===== config.mk =====
export PLATFORM = sky130hd
export DESIGN_NAME = crop_writer
export DESIGN_NICKNAME = d
export VERILOG_FILES = /design/src/rtl/crop_writer.sv
export SDC_FILE = /design/constraint.sdc
export NUM_CORES = 1
export LEC_CHECK = 0
export CAP_MARGIN = 5
export CORE_ASPECT_RATIO = 0.75
export CORE_MARGIN = 3
export CORE_UTILIZATION = 25
export DETAILED_ROUTE_END_ITERATION = 7
export PLACE_DENSITY = 0.51
export SYNTH_ARGS = -nofsm -noshare
export SYNTH_HDL_FRONTEND = slang
export SYNTH_SLANG_ARGS = --single-unit

===== constraint.sdc =====
create_clock -name clk -period 2.3 [get_ports clk]
set_clock_uncertainty 0.15 [all_clocks]
set_input_delay 0.23 -clock clk [delete_from_list [all_inputs] [get_ports clk]]
set_output_delay 0.23 -clock clk [all_outputs]
set_load 0.01 [all_outputs]

===== src/rtl/crop_writer.sv =====
// ---------------------------------------------------------------------------
// crop_writer
//
// Receives a full IN_ROWS x IN_COLS raster frame on an AXI-Stream slave and
// forwards an OUT_ROWS x OUT_COLS window, in raster order, on an AXI-Stream
// master. The window origin is sampled when ap_start is accepted. Offsets
// that would push the window past the frame edge are clamped. The largest
// forwarded pixel is published on norm_denominator when the frame finishes.
//
// Ports
//   clk, srst                 clock, synchronous active-high reset
//   ap_start                  start request (honoured only while idle)
//   ap_ready, ap_idle         high while idle
//   ap_done                   one-cycle pulse when the frame has fully left
//   row_offset, col_offset    requested window origin
//   s_axis_*                  input pixel stream (tvalid/tready/tdata)
//   m_axis_*                  cropped pixel stream (tvalid/tready/tdata/tlast)
//   norm_denominator          max cropped pixel (1 if the window is all zero)
// ---------------------------------------------------------------------------
module crop_writer #(
    parameter int PIXEL_BIT_WIDTH = 10,
    parameter int IN_ROWS         = 32,
    parameter int IN_COLS         = 32,
    parameter int OUT_ROWS        = 10,
    parameter int OUT_COLS        = 10
) (
    input  logic                          clk,
    input  logic                          srst,
    input  logic                          ap_start,
    output logic                          ap_ready,
    output logic                          ap_idle,
    output logic                          ap_done,
    input  logic [$clog2(IN_ROWS)-1:0]    row_offset,
    input  logic [$clog2(IN_COLS)-1:0]    col_offset,
    input  logic                          s_axis_tvalid,
    output logic                          s_axis_tready,
    input  logic [PIXEL_BIT_WIDTH-1:0]    s_axis_tdata,
    output logic                          m_axis_tvalid,
    input  logic                          m_axis_tready,
    output logic [PIXEL_BIT_WIDTH-1:0]    m_axis_tdata,
    output logic                          m_axis_tlast,
    output logic [PIXEL_BIT_WIDTH-1:0]    norm_denominator
);

    localparam int RW    = $clog2(IN_ROWS);
    localparam int CW    = $clog2(IN_COLS);
    localparam int RWX   = RW + 1;
    localparam int CWX   = CW + 1;
    localparam int TOTAL = OUT_ROWS * OUT_COLS;
    localparam int OW    = $clog2(TOTAL + 1);

    localparam logic [RW-1:0]  ROW_OFF_MAX = RW'(IN_ROWS - OUT_ROWS);
    localparam logic [CW-1:0]  COL_OFF_MAX = CW'(IN_COLS - OUT_COLS);
    localparam logic [RW-1:0]  LAST_ROW    = RW'(IN_ROWS - 1);
    localparam logic [CW-1:0]  LAST_COL    = CW'(IN_COLS - 1);
    localparam logic [RWX-1:0] WIN_ROWS    = RWX'(OUT_ROWS);
    localparam logic [CWX-1:0] WIN_COLS    = CWX'(OUT_COLS);
    localparam logic [OW-1:0]  LAST_OUT    = OW'(TOTAL - 1);

    localparam logic [1:0] IDLE  = 2'd0;
    localparam logic [1:0] CROP  = 2'd1;
    localparam logic [1:0] DRAIN = 2'd2;
    localparam logic [1:0] DONE  = 2'd3;

    logic [1:0]                 state_reg, state_next;
    logic [RW-1:0]              row_off_reg, in_row_reg;
    logic [CW-1:0]              col_off_reg, in_col_reg;
    logic [OW-1:0]              out_cnt_reg;
    logic [PIXEL_BIT_WIDTH-1:0] max_reg;
    logic [PIXEL_BIT_WIDTH-1:0] tdata_reg;
    logic [PIXEL_BIT_WIDTH-1:0] norm_reg;
    logic                       tvalid_reg, tlast_reg;

    logic in_window, s_accept, load, last_beat;

    // Zero-extend by one bit so that offset + window size cannot wrap.
    logic [RWX-1:0] row_x, row_lo;
    logic [CWX-1:0] col_x, col_lo;
    assign row_x  = {1'b0, in_row_reg};
    assign row_lo = {1'b0, row_off_reg};
    assign col_x  = {1'b0, in_col_reg};
    assign col_lo = {1'b0, col_off_reg};

    assign in_window = (row_x >= row_lo) && (row_x < row_lo + WIN_ROWS) &&
                       (col_x >= col_lo) && (col_x < col_lo + WIN_COLS);

    // Out-of-window pixels never touch the output register, so they keep
    // flowing even while a cropped pixel is stalled downstream.
    assign s_axis_tready = (state_reg == CROP) &&
                           (!in_window || !tvalid_reg || m_axis_tready);
    assign s_accept  = s_axis_tvalid && s_axis_tready;
    assign load      = s_accept && in_window;
    assign last_beat = (in_row_reg == LAST_ROW) && (in_col_reg == LAST_COL);

    always_comb begin
        state_next = state_reg;
        case (state_reg)
            IDLE:    if (ap_start) state_next = CROP;
            CROP:    if (s_accept && last_beat) state_next = DRAIN;
            DRAIN:   if (!tvalid_reg || m_axis_tready) state_next = DONE;
            DONE:    state_next = IDLE;
            default: state_next = IDLE;
        endcase
    end

    always_ff @(posedge clk) begin
        if (srst) begin
            state_reg   <= IDLE;
            row_off_reg <= '0;
            col_off_reg <= '0;
            in_row_reg  <= '0;
            in_col_reg  <= '0;
            out_cnt_reg <= '0;
            max_reg     <= '0;
            tdata_reg   <= '0;
            tvalid_reg  <= 1'b0;
            tlast_reg   <= 1'b0;
            norm_reg    <= PIXEL_BIT_WIDTH'(1);
        end else begin
            state_reg <= state_next;

            if (state_reg == IDLE && ap_start) begin
                row_off_reg <= (row_offset > ROW_OFF_MAX) ? ROW_OFF_MAX : row_offset;
                col_off_reg <= (col_offset > COL_OFF_MAX) ? COL_OFF_MAX : col_offset;
                in_row_reg  <= '0;
                in_col_reg  <= '0;
                out_cnt_reg <= '0;
                max_reg     <= '0;
            end

            if (s_accept) begin
                if (in_col_reg == LAST_COL) begin
                    in_col_reg <= '0;
                    in_row_reg <= in_row_reg + 1'b1;
                end else begin
                    in_col_reg <= in_col_reg + 1'b1;
                end
            end

            // A new load takes priority over clearing after a handshake, so
            // back-to-back pixels stream at one per cycle.
            if (load) begin
                tdata_reg   <= s_axis_tdata;
                tvalid_reg  <= 1'b1;
                tlast_reg   <= (out_cnt_reg == LAST_OUT);
                out_cnt_reg <= out_cnt_reg + 1'b1;
                if (s_axis_tdata > max_reg) max_reg <= s_axis_tdata;
            end else if (tvalid_reg && m_axis_tready) begin
                tvalid_reg <= 1'b0;
                tlast_reg  <= 1'b0;
            end

            if (state_reg == DONE)
                norm_reg <= (max_reg == '0) ? PIXEL_BIT_WIDTH'(1) : max_reg;
        end
    end

    assign ap_ready         = (state_reg == IDLE);
    assign ap_idle          = (state_reg == IDLE);
    assign ap_done          = (state_reg == DONE);
    assign m_axis_tvalid    = tvalid_reg;
    assign m_axis_tdata     = tdata_reg;
    assign m_axis_tlast     = tlast_reg;
    assign norm_denominator = norm_reg;

endmodule


==> flow_summary.json <==
{
  "hold_class": "in -> reg",
  "vias_per_cell": 4.649,
  "layout.cells.most_common": "dfxtp_1",
  "area_growth_syn_to_layout_pct": 47.27,
  "path_class": "reg -> out",
  "gr-total-overflow": 0,
  "muxShareOfSynthArea_pct": 3.192,
  "route.antenna.remaining_nets": 0,
  "synth_compound_area_share_pct": 15.93,
  "synth_nets": 472,
  "grt_pass1_vias": 3167,
  "synth-seq-cells": 61,
  "grt.total_usage_pct": 13.60,
  "fin_ws_ns": -0.3898,
  "avgRoutedWirePerCell_um": 14.61,
  "cts_root_buffer": "clkbuf_16",
  "cts_sinks": 61,
  "min_period_ns": 2.690,
  "cp-start-kind": "register",
  "routed_wl_um": 10080,
  "required_ns": 1.92,
  "hold_end": "norm_denominator[4]",
  "hpwlAfterDp_um": 7301,
  "async_flop_share_pct": 0,
  "initialDrtViolationCount": 144,
  "cts_buffers": 9,
  "port-buffer-count": 50,
  "cts_tree": "done",
  "yosys.area_share.simple_pct": 23.71,
  "relSlewSlack_pct": 58.58,
  "whs_ns": 0.2540,
  "finalNonFillerCells": 690,
  "r2r_slack_ns": -0.35,
  "final_nets": 579,
  "drv_slew": 0,
  "first_pass_iters": 4,
  "rr_endpoint": "out_cnt_reg[3]",
  "hold_buffers": 0,
  "place.gp.congestion": 0.8504,
  "powerDensity_nw_per_um2": 777.6,
  "path_max_fanout": 2,
  "route.detailed.drc": 0,
  "violations": "negative setup slack",
  "p_leak_nw": 1.973,
  "r2r_cells": 10,
  "grt_max_degree": 33,
  "num_vias": 3208,
  "setup_violations": 42,
  "worst_pin_slew_ns": 0.6213,
  "synth_top_family_by_area": "simple AND/OR/NAND/NOR gates",
  "fin_area_um2": 5137,
  "status": "complete, but fails checks",
  "reg2reg_from": "row_off_reg[2]",
  "synth_top_cell_by_area": "dfxtp_1",
  "coreArea_um2": 13330,
  "syn_avg_cell_area_um2": 8.550,
  "row_count": 36,
  "vdd_drop_max_v": 0.0003623,
  "antenna_cells": 0,
  "dieWidth_um": 142.4,
  "rsz0062_at_grt": "true",
  "initial_core_util_pct": 26.16,
  "post-place-cells": 661,
  "synth-xor-area-share_pct": 1.004,
  "final_cell_mix": "dfxtp_1 (57), buf_4 (55), clkdlybuf4s50_1 (48), ha_1 (37), a21oi_1 (32)",
  "dieHeight_um": 108.3,
  "endpoint_kind": "output pin",
  "die_area_um2": 15420,
  "ys_seq_area_share_pct": 35.01,
  "yosysWarnings": 0,
  "synthCells": 408,
  "synth_area_leaders": "dfxtp_1 (35%), ha_1 (14%), a21oi_1 (6.9%), nand2_1 (5.6%), nand3_1 (3.6%)",
  "yosysUniqueCellTypes": 56,
  "tns_ns": -11.14,
  "synthAdderAreaFrac_pct": 13.99,
  "fmax_ghz": 0.3718,
  "hold_viol": 0,
  "synth_edf_count": 0,
  "cts_max_level": 3,
  "cts_max_path_buffers": 2,
  "grt_pass1_wl_um": 16530,
  "clk_pin_slew_worst_paths_ns": 0.05,
  "power.total_w": 0.003995,
  "synth_top_area_share_pct": 35.01,
  "clk_latency_ns": 0.33,
  "hp-start": "srst",
  "drive_gt1_share_pct": 29.48,
  "worstPathArrival_ns": 2.31,
  "maxCapViolations": 0,
  "ioPinCount": 51,
  "syn-cell-area_um2": 3488,
  "grt_antenna_before_repair": 0,
  "post_dp_cell_area_um2": 4463,
  "hold_path_depth": 2,
  "synth_flop_cell": "dfxtp_1",
  "min_period_over_period_pct": 116.9
}
==> logic make-up (layout without fill, tap and decap cells) <==
kind of cell             after synthesis  count (layout)
multiplexers                          11              11
AND/OR/NAND/NOR                      155             156
adder cells (fa/ha/maj)               39              39
buffers and inverters                 48             158
flip-flops                            61              61
AO/OA/AOI/OAI                         90              90
XOR/XNOR                               4               4
==> worst max-delay path, cell delays in order (launching register included) <==
cell and delay, ns:
dfxtp_2 0.34, ha_4 0.16, xor2_2 0.13, ha_1 0.29, a211o_1 0.25, a31o_1 0.22
a21oi_2 0.21, nand4_4 0.10, and2_4 0.16, buf_6 0.11
==> cell usage after synthesis, types with 3 or more instances <==
master    number
inv_1         28
a31oi_1        7
a221oi_1       4
ha_1          39
nand4_1        8
o211ai_1       3
and2_1         3
mux2i_1       10
dfxtp_1       61
o21ai_0        8
nand2_1       52
clkbuf_8       5
nor2_1        20
nand3b_1       4
a21oi_1       48
and3_1         5
nand3_1       25
a21o_1         4
clkbuf_1       7
buf_2          4
or3_1         14
nor3_1         3
==> layout make-up <==
type,instances,area (µm²)
Tap cell,171,214.0
Timing Repair Buffer,115,1051
Clock buffer,13,250.2
Inverter,28,105.1
Fill cell,1360,8195
Multi-Input combinational cell,300,2281
Clock inverter,2,10.01
Sequential cell,61,1226
==> timing repair <==
item                       4_1_cts  5_1_grt
setup endpoints to repair       42       42
resized for setup               53       31
setup buffers                    7        5
gates cloned                     3        0
pin swaps                       37       21
==> routing by layer <==
| layer | GRT usage [%] | vias up | wire [µm] |
|---|---|---|---|
| li1 | - | 1663 | - |
| met3 | 4.111 | 5 | 440 |
| met2 | 20.44 | 60 | 4331 |
| met5 | 0 | - | 0 |
| met1 | 19.31 | 1480 | 5246 |
| met4 | 2.714 | 0 | 62 |
==> report_power, final <==
group	switching (W)	total, W	internal [W]	leakage, nW
logic	0.000790	0.00154	0.000749	1.35
registers	0.0000838	0.00123	0.00115	0.495
clock network	0.000473	0.00122	0.000749	0.129
total	0.00135	0.00399	0.00265	1.97
==> worst max path at each step <==
stage / slack [ns] / to / start / depth (start not counted)
2_1_floorplan: -0.21 / out_cnt_reg[2] / row_off_reg[2] / 11
3_3_place_gp: -0.54 / s_axis_tready / row_off_reg[2] / 9
3_5_place_dp: -0.56 / s_axis_tready / row_off_reg[2] / 9
4_1_cts: -0.39 / s_axis_tready / row_off_reg[2] / 9
5_1_grt: -0.51 / s_axis_tready / row_off_reg[2] / 9
6_report: -0.39 / s_axis_tready / row_off_reg[2] / 9
==> per-stage QoR <==
step                utilization [%]  worst slack (ns)
CTS                           37.43           -0.3944
global route                  38.53           -0.5052
global placement              33.47           -0.5416
floorplan                         -           -0.2087
detailed placement            33.47           -0.5621
finish                        38.53           -0.3898
No activity file was read; power rests on OpenSTA's default activity.
